<file path="src/rtl/bilinear_pkg.sv">
`default_nettype none
//==============================================================================
// Module : bilinear_pkg
// Brief  : Downscaler CSR word map, CTRL/STATUS bit indices, host FSM states.
// Rev    : 1.0
//==============================================================================
package bilinear_pkg;

  localparam logic [3:0] c_addr_ctrl     = 4'd0;
  localparam logic [3:0] c_addr_status   = 4'd1;
  localparam logic [3:0] c_addr_scale    = 4'd2;
  localparam logic [3:0] c_addr_in_wh    = 4'd3;
  localparam logic [3:0] c_addr_out_wh   = 4'd4;
  localparam logic [3:0] c_addr_perf_cyc = 4'd5;
  localparam logic [3:0] c_addr_perf_pix = 4'd6;

  localparam int unsigned c_ctrl_en        = 0;
  localparam int unsigned c_ctrl_start     = 1;
  localparam int unsigned c_ctrl_mode      = 2;
  localparam int unsigned c_ctrl_step_mode = 3;
  localparam int unsigned c_ctrl_step      = 4;

  localparam int unsigned c_stat_busy     = 0;
  localparam int unsigned c_stat_done     = 1;
  localparam int unsigned c_stat_step_ack = 3;

  typedef enum logic [3:0] {
    ST_IDLE       = 4'd0,
    ST_WR_SCALE   = 4'd1,
    ST_WR_IN      = 4'd2,
    ST_WR_OUT     = 4'd3,
    ST_WR_EN      = 4'd4,
    ST_WR_START   = 4'd5,
    ST_SETTLE     = 4'd6,
    ST_POLL       = 4'd7,
    ST_STEP_HI    = 4'd8,
    ST_STEP_WACK  = 4'd9,
    ST_STEP_LO    = 4'd10,
    ST_STEP_WNACK = 4'd11,
    ST_RD_CYC     = 4'd12,
    ST_RD_PIX     = 4'd13,
    ST_DISABLE    = 4'd14,
    ST_RESULT     = 4'd15
  } host_state_t;

endpackage
`default_nettype wire

</file>
<file path="src/rtl/bilinear_csr_host.sv">
`default_nettype none
//==============================================================================
// Module : bilinear_csr_host
// Brief  : Job sequencer driving the bilinear downscaler CSR port: program,
//          start, poll (optional step handshake), read perf counters, report.
//          Optional wait timeout: define BILINEAR_HOST_TIMEOUT_EN.
// Rev    : 1.0
//==============================================================================
module bilinear_csr_host
  import bilinear_pkg::*;
#(
  parameter int unsigned SETTLE_CYC = 3
`ifdef BILINEAR_HOST_TIMEOUT_EN
  ,
  parameter int unsigned TIMEOUT_CYC = 1048576
`endif
) (
  input  logic        clk,
  input  logic        rst_n,
  input  logic        job_valid,
  output logic        job_ready,
  input  logic        job_mode,
  input  logic        job_step_mode,
  input  logic [15:0] job_in_w,
  input  logic [15:0] job_in_h,
  input  logic [15:0] job_out_w,
  input  logic [15:0] job_out_h,
  input  logic [15:0] job_inv_scale_q,
  input  logic        step_req,
  output logic        step_done,
  output logic        res_valid,
  input  logic        res_ready,
  output logic [31:0] res_cycles,
  output logic [31:0] res_pixels,
  output logic        res_err,
  output logic        busy,
  output logic        csr_we,
  output logic [3:0]  csr_addr,
  output logic [31:0] csr_wdata,
  input  logic [31:0] csr_rdata
);

  host_state_t r_state, w_next;

  logic        r_mode, r_step_mode, r_step_pend, r_timeout;
  logic [15:0] r_in_w, r_in_h, r_out_w, r_out_h, r_scale;
  logic [31:0] r_exp_pix, r_res_cycles, r_res_pixels;
  logic        r_res_err;
  logic [3:0]  r_settle;

  logic        w_accept, w_status_done, w_step_ack, w_wait_expired;
  logic        w_timeout_fire, w_step_done, w_we;
  logic [3:0]  w_addr;
  logic [31:0] w_wdata, w_base;

  assign w_accept      = (r_state == ST_IDLE) && job_valid;
  assign w_status_done = csr_rdata[c_stat_done] && !csr_rdata[c_stat_busy];
  assign w_step_ack    = csr_rdata[c_stat_step_ack];

`ifdef BILINEAR_HOST_TIMEOUT_EN
  logic [31:0] r_wait;

  // Restarts on every state change, so each wait state gets a fresh budget.
  always_ff @(posedge clk or negedge rst_n) begin
    if (!rst_n) begin
      r_wait <= '0;
    end else if (r_state != w_next) begin
      r_wait <= '0;
    end else if (r_wait != '1) begin
      r_wait <= r_wait + 32'd1;
    end
  end

  assign w_wait_expired = (r_wait == 32'(TIMEOUT_CYC - 1));
`else
  assign w_wait_expired = 1'b0;
`endif

  always_comb begin
    w_base                   = '0;
    w_base[c_ctrl_en]        = 1'b1;
    w_base[c_ctrl_mode]      = r_mode;
    w_base[c_ctrl_step_mode] = r_step_mode;
  end

  always_comb begin
    w_next         = r_state;
    w_we           = 1'b0;
    w_addr         = '0;
    w_wdata        = '0;
    w_step_done    = 1'b0;
    w_timeout_fire = 1'b0;
    case (r_state)
      ST_IDLE:     if (job_valid) w_next = ST_WR_SCALE;
      ST_WR_SCALE: begin
        w_we = 1'b1; w_addr = c_addr_scale; w_wdata = {16'h0, r_scale};
        w_next = ST_WR_IN;
      end
      ST_WR_IN: begin
        w_we = 1'b1; w_addr = c_addr_in_wh; w_wdata = {r_in_w, r_in_h};
        w_next = ST_WR_OUT;
      end
      ST_WR_OUT: begin
        w_we = 1'b1; w_addr = c_addr_out_wh; w_wdata = {r_out_w, r_out_h};
        w_next = ST_WR_EN;
      end
      ST_WR_EN: begin
        w_we = 1'b1; w_addr = c_addr_ctrl; w_wdata = w_base;
        w_next = ST_WR_START;
      end
      ST_WR_START: begin
        w_we = 1'b1; w_addr = c_addr_ctrl; w_wdata = w_base;
        w_wdata[c_ctrl_start] = 1'b1;
        w_next = ST_SETTLE;
      end
      ST_SETTLE:   if (r_settle == 4'd0) w_next = ST_POLL;
      ST_POLL: begin
        w_addr = c_addr_status;
        if (w_status_done) begin
          w_next = ST_RD_CYC;
        end else if (w_wait_expired) begin
          w_next = ST_RD_CYC; w_timeout_fire = 1'b1;
        end else if (r_step_mode && r_step_pend) begin
          w_next = ST_STEP_HI;
        end
      end
      ST_STEP_HI: begin
        w_we = 1'b1; w_addr = c_addr_ctrl; w_wdata = w_base;
        w_wdata[c_ctrl_step] = 1'b1;
        w_next = ST_STEP_WACK;
      end
      ST_STEP_WACK: begin
        w_addr = c_addr_status;
        if (w_step_ack) begin
          w_next = ST_STEP_LO;
        end else if (w_wait_expired) begin
          w_next = ST_RD_CYC; w_timeout_fire = 1'b1;
        end
      end
      ST_STEP_LO: begin
        w_we = 1'b1; w_addr = c_addr_ctrl; w_wdata = w_base;
        w_next = ST_STEP_WNACK;
      end
      ST_STEP_WNACK: begin
        w_addr = c_addr_status;
        if (!w_step_ack) begin
          w_next = ST_POLL; w_step_done = 1'b1;
        end else if (w_wait_expired) begin
          w_next = ST_RD_CYC; w_timeout_fire = 1'b1;
        end
      end
      ST_RD_CYC:  begin w_addr = c_addr_perf_cyc; w_next = ST_RD_PIX; end
      ST_RD_PIX:  begin w_addr = c_addr_perf_pix; w_next = ST_DISABLE; end
      ST_DISABLE: begin w_we = 1'b1; w_addr = c_addr_ctrl; w_next = ST_RESULT; end
      ST_RESULT:  if (res_ready) w_next = ST_IDLE;
      default:    w_next = ST_IDLE;
    endcase
  end

  always_ff @(posedge clk or negedge rst_n) begin
    if (!rst_n) begin
      r_state      <= ST_IDLE;
      r_mode       <= 1'b0;
      r_step_mode  <= 1'b0;
      r_in_w       <= '0;
      r_in_h       <= '0;
      r_out_w      <= '0;
      r_out_h      <= '0;
      r_scale      <= '0;
      r_exp_pix    <= '0;
      r_settle     <= '0;
      r_step_pend  <= 1'b0;
      r_timeout    <= 1'b0;
      r_res_cycles <= '0;
      r_res_pixels <= '0;
      r_res_err    <= 1'b0;
    end else begin
      r_state <= w_next;
      if (w_accept) begin
        r_mode      <= job_mode;
        r_step_mode <= job_step_mode;
        r_in_w      <= job_in_w;
        r_in_h      <= job_in_h;
        r_out_w     <= job_out_w;
        r_out_h     <= job_out_h;
        r_scale     <= job_inv_scale_q;
        r_exp_pix   <= 32'(job_out_w) * 32'(job_out_h);
        r_timeout   <= 1'b0;
      end else if (w_timeout_fire) begin
        r_timeout <= 1'b1;
      end
      if (r_state == ST_WR_START) begin
        r_settle <= 4'(SETTLE_CYC - 1);
      end else if (r_state == ST_SETTLE && r_settle != 4'd0) begin
        r_settle <= r_settle - 4'd1;
      end
      // A request landing while one is already pending is simply absorbed.
      if (r_state == ST_IDLE || w_next == ST_IDLE || w_step_done) begin
        r_step_pend <= 1'b0;
      end else if (step_req) begin
        r_step_pend <= 1'b1;
      end
      if (r_state == ST_RD_CYC) r_res_cycles <= csr_rdata;
      if (r_state == ST_RD_PIX) begin
        r_res_pixels <= csr_rdata;
        r_res_err    <= (csr_rdata != r_exp_pix) || r_timeout;
      end
    end
  end

  assign job_ready  = (r_state == ST_IDLE);
  assign busy       = (r_state != ST_IDLE);
  assign res_valid  = (r_state == ST_RESULT);
  assign res_cycles = r_res_cycles;
  assign res_pixels = r_res_pixels;
  assign res_err    = r_res_err;
  assign step_done  = w_step_done;
  assign csr_we     = w_we;
  assign csr_addr   = w_addr;
  assign csr_wdata  = w_wdata;

endmodule
`default_nettype wire

</file>
<file path="config.mk">
export PLATFORM = sky130hd
export DESIGN_NAME = bilinear_csr_host
export DESIGN_NICKNAME = d
export VERILOG_FILES = /design/src/rtl/bilinear_pkg.sv /design/src/rtl/bilinear_csr_host.sv
export SDC_FILE = /design/constraint.sdc
export NUM_CORES = 1
export LEC_CHECK = 0
export ABC_AREA = 1
export CAP_MARGIN = 30
export CORE_UTILIZATION = 45
export CTS_BUF_LIST = sky130_fd_sc_hd__clkbuf_8 sky130_fd_sc_hd__clkbuf_16
export DETAILED_ROUTE_END_ITERATION = 10
export PLACE_DENSITY = 0.79
export RECOVER_POWER = 100
export REMOVE_ABC_BUFFERS = 1
export SYNTH_ARGS = -nofsm -noshare
export SYNTH_HDL_FRONTEND = slang
export SYNTH_SLANG_ARGS = --single-unit
</file>
<file path="constraint.sdc">
create_clock -name clk -period 1.6 [get_ports clk]
set_input_delay 0.48 -clock clk [delete_from_list [all_inputs] [get_ports clk]]
set_output_delay 0.48 -clock clk [all_outputs]
set_load 0.1 [all_outputs]
</file>
# Yosys cells after proc, flatten, opt, wreduce, memory -nomap -nowiden
# Index checks and enable logic that the tools add are counted.
[totals]
register_bits = 189
output_inout_bits = 106
input_bits = 119
[op_classes]
muxes = 18
addsub = 1
n_mul = 1
n_reduce_logical = 18
eq_ne = 16
[ops]
columns = ["cell", "count"]
rows = [
  ["$pmux 32 s6", 1],
  ["$pmux 4 s16", 1],
  ["$mux 4", 9],
  ["$eq 4x4->1 const B", 8],
  ["$mul 16x16->32", 1],
  ["$ne 32x32->1", 1],
  ["$pmux 3 s6", 1],
  ["$eq 4x3->1 const B", 4],
  ["$logic_not 4->1", 3],
  ["$eq 4x2->1 const B", 2],
  ["$reduce_bool 4->1", 2],
  ["$reduce_or 8->1", 1],
  ["$mux 1", 6],
  ["$eq 4x1->1 const B", 1],
  ["$logic_and 1x1->1", 4],
  ["$reduce_bool 2->1", 2],
  ["$sub 4x1->4 const B", 1],
  ["$logic_or 1x1->1", 3],
  ["$reduce_or 3->1", 1],
  ["$reduce_or 2->1", 1],
  ["$logic_not 1->1", 1],
]

# Longest topological paths before layout
[depth]
ltp_word = 8
ltp_mapped = 28
mapped_depth_nobuf = 26

# Worst setup path after synthesis
# No wires, ideal clock.
[synth_path]
path_type = "in2reg"
startpoint = "in job_out_h[7]"
endpoint = "reg r_exp_pix[28]"
setup_time_ns = 0.117
arrival_ns = 5.339
slack_ns = -3.856
t_required_ns = 1.483
path_buffers = 2
path_stages = 24
path_cell_list = "clkbuf_1 > clkbuf_1 > nand2_1 > fa_1 > inv_1 > fa_1 > inv_1 > fa_1 > inv_1 > fa_1 > fa_1 > inv_1 > fa_1 > inv_1 > ha_1 > nand2_1 > nor2_1 > inv_1 > nor3_1 > nand2_1 > nand3_1 > nand2_1 > nand3_1 > nand2_1"
[synth_between]
elab_chain_len = 1
[synth_rtl]
columns = ["item", "line", "source"]
rows = [
  ["start: declaration", "bilinear_csr_host.sv:27", "input logic [15:0] job_out_h,"],
  ["$mul 16x16->32", "bilinear_csr_host.sv:187", "r_exp_pix <= 32'(job_out_w) * 32'(job_out_h);"],
  ["end signal: assignment", "bilinear_csr_host.sv:187", ""],
  ["end: declaration", "bilinear_csr_host.sv:47", "logic [31:0] r_exp_pix, r_res_cycles, r_res_pixels;"],
]
# Every way passes these cells.
# A chain may end at the register's enable or synchronous reset.

# Worst setup path after layout
[layout_path]
startpoint = "in job_out_w[6]"
endpoint = "reg r_exp_pix[28]"
[layout_between]
elab_chain_len = 1
[layout_rtl]
columns = ["item", "line", "source"]
rows = [
  ["start: declaration", "bilinear_csr_host.sv:26", "input logic [15:0] job_out_w,"],
  ["$mul 16x16->32", "bilinear_csr_host.sv:187", ""],
]
# Every way passes these cells.

==> flow_summary.ini <==
[run_status]
status = finished with violations
violations = negative setup slack

[yosys]
synth_ff_type = dfrtp_1
async_flop_share_pct = 100
synth_top_area_share_pct = 26.9
yosys-top-cells-count = nand2_1 (896), inv_1 (493), fa_1 (194), dfrtp_1 (188), ha_1 (105)
syn_avg_cell_area_um2 = 7.52
yosysTopAreaCell = dfrtp_1
synth-simple-area-share_pct = 23.6
synth.distinct_cells = 35
syn_inst = 2327
synth.area.top_cells = dfrtp_1 (27%), fa_1 (22%), nand2_1 (19%), inv_1 (11%), ha_1 (7.5%)
synth_top_family_by_area = adder cells
ys_seq_area_share_pct = 26.9
synth_compound_gate_area_share_pct = 4.62
synth_edf_count = 0
post-synth-top-count-cell = nand2_1
synth.ff_latch_count = 188
ys.warnings.count = 0
synth.area.mux_share_pct = 0
syn-cell-area_mm2 = 0.0175
synth_xor_area_share_pct = 1.75
yosys.area_share.adder_pct = 29.7

[setup_path]
path_cells = buf_6, buf_12, nand2_1, inv_2, fa_1, inv_2, fa_1, fa_1, fa_1, inv_1, fa_1, inv_2, fa_1, inv_2, ha_4, nand2_4, nor2_4, nand2_1, nand3_4, nand2_2, nand3_2, nand2_1, nand3_2, nand2_1
worstPathRequired_ps = 1940
r2r_slack_ps = -580
setup.worst_path.end_class = register
critPathMaxFanout = 6
critPathArrivalTime_ps = 5320
critical-path-top-delay-family = adder cells
crit_top_cell = fa_1
criticalPathCategory = primary input to register
cpMaxStageDelayCell = fa_1
start_kind = primary input
max_stage_delay_ps = 540
worst-path-buf-inv = 7

[finish]
drive_gt1_share_pct = 34.7
fillerInstances = 2625
area_growth_pct = 54.1
finalNonFillerCells = 3317
diodes = 0
finalCoreUtilization_pct = 71.1
fin_nets = 3211

[hold_path]
holdCritPathClass = primary input to register

[route]
first_iter_violations = 1328
wl_mm = 65.7
drc = 0
drtAntennaViolNets = 0
viasPerCell = 5.28
dr_total_vias = 17507
first_pass_iters = 5
routedWlPerCell_um = 19.8

[clock_network]
clock_path_buffers = 2
tritoncts.num_buffers = 17
clk_pin_slew_ps = 80
clock-root-buffer = clkbuf_16
htree_levels = 4
tritoncts = built
insertion_delay_ps = 450
cts_sinks = 188

[placed_design]
place_inst = 3167
dpl.hpwl_mm = 41.1
place_congestion = 0.899
port_buffers = 223
place_ws_ps = -4430

[sta]
finalCritPeriodShare_pct = 311
rsz0062_at_grt = yes
fin_ws_ps = -3380
max_freq_mhz = 201
finalMaxSlewViolations = 0
tns_ps = -158640
relSlewSlack_pct = 65.0
finClkSkew_ps = 17.5
hold_viol = 0
finalSetupViolCount = 196
period_minus_slack_ps = 4980
tightest_slew_ps = 525

[floorplanning]
die_w_um = 199
dieArea_mm2 = 0.0397
rows = 71
start_util_pct = 46.1
num_io_pins = 225
coreArea_mm2 = 0.0379
die_h_um = 199

[global_route]
antenna_found_initial = 0
grt_max_degree = 65
grt_usage_pct = 30.2
grt_pass1_wl_mm = 92.9
grt_pass1_vias = 17977
grt_overflow = 0

[run]
cap_viol_max_count = 0
[registers in the layout, indices dropped and copies added, names as in the netlist]
register / count
res_err: 1
res_pixels: 32
r_scale: 16
r_step_mode: 1
r_exp_pix: 32
res_cycles: 32
r_step_pend: 1
r_mode: 1
r_in_h: 16
r_out_w: 16
r_settle: 4
r_out_h: 16
r_in_w: 16
r_state: 4
[stage by stage]
stage | hold slack (ps) | area, um2
global placement | 366 | 22900
floorplan | 184 | 17000
CTS | 449 | 26100
finish | 419 | 27000
global route | 406 | 27000
detailed placement | 362 | 22900
[cell families after synthesis]
kind of cell,after synthesis
and+or+nand+nor,1055
buffers and inverters,606
adders and majority gates,299
DFF,188
AOI/OAI and AO/OA,143
xor gates and xnor gates,35
other,1
[final cells by class]
class,count,area [um2],area share (%)
clock buffer,17,425,1.58
clock inverter,15,173,0.640
inverter,497,1900,7.05
multi-input combinational,1534,12700,47.1
sequential,188,4710,17.4
tap,511,639,2.37
timing repair buffer,554,6400,23.7
timing repair inverter,1,16.3,0.0603
[worst reg2reg max path, stage by stage (launching register included)]
cell,delay (ps)
dfrtp_1,410
buf_4,170
buf_6,110
nor2_4,120
inv_4,70
buf_6,120
nor2_4,170
buf_6,130
buf_8,130
nand2_8,110
clkinv_8,120
clkbuf_16,180
nand2_1,70
nand2_1,190
[metal layers]
metal	vias up	GRT usage, %	routed length (um)
met5	-	0	0
met4	0	13.4	3070
met3	241	4.91	4750
met2	918	53.3	33400
met1	8584	36.1	24500
li1	7764	-	-
[final timing paths]
| path | from | end | cells past startpoint |
|---|---|---|---|
| worst max-delay path | job_out_w[6] | r_exp_pix[28]$_DFFE_PN0P_ | 24 |
| max in group asynchronous | rst_n | r_scale[9]$_DFFE_PN0P_ | 3 |
| worst min-delay path | job_out_w[1] | r_out_w[1]$_DFFE_PN0P_ | 4 |
| worst min register to register | r_settle[3]$_DFFE_PN0P_ | r_settle[3]$_DFFE_PN0P_ | 1 |
| min in group asynchronous | rst_n | r_in_h[3]$_DFFE_PN0P_ | 2 |
| worst max register to register | r_state[0]$_DFF_PN0_ | r_in_h[6]$_DFFE_PN0P_ | 13 |
[what timing repair did]
action	CTS	global route
setup buffers	74	29
pin swaps	224	161
gates cloned	16	15
setup endpoints to repair	190	227
hold buffers	1	0
hold endpoints to repair	12	0
gates resized for setup	626	320
[placed cells by master (no fill, tap or decap), types with 13 or more instances in the layout]
cell,count
buf_12,67
buf_4,180
nand3_1,31
nand2_2,144
buf_8,16
nand2_1,697
nand3_2,15
o21ai_0,72
ha_1,59
fa_2,19
nand2_4,53
nand4_1,14
nor2_1,33
nor2_4,27
clkbuf_16,27
a22o_4,13
inv_1,396
clkdlybuf4s50_1,86
xnor2_1,16
o21ai_1,16
ha_4,42
buf_6,164
nand3_4,13
inv_2,96
fa_1,175
dfrtp_1,187
Power is left out: the tool's default activity adds up to more than one toggle a clock period on the data nets, which glitch-free logic cannot reach.
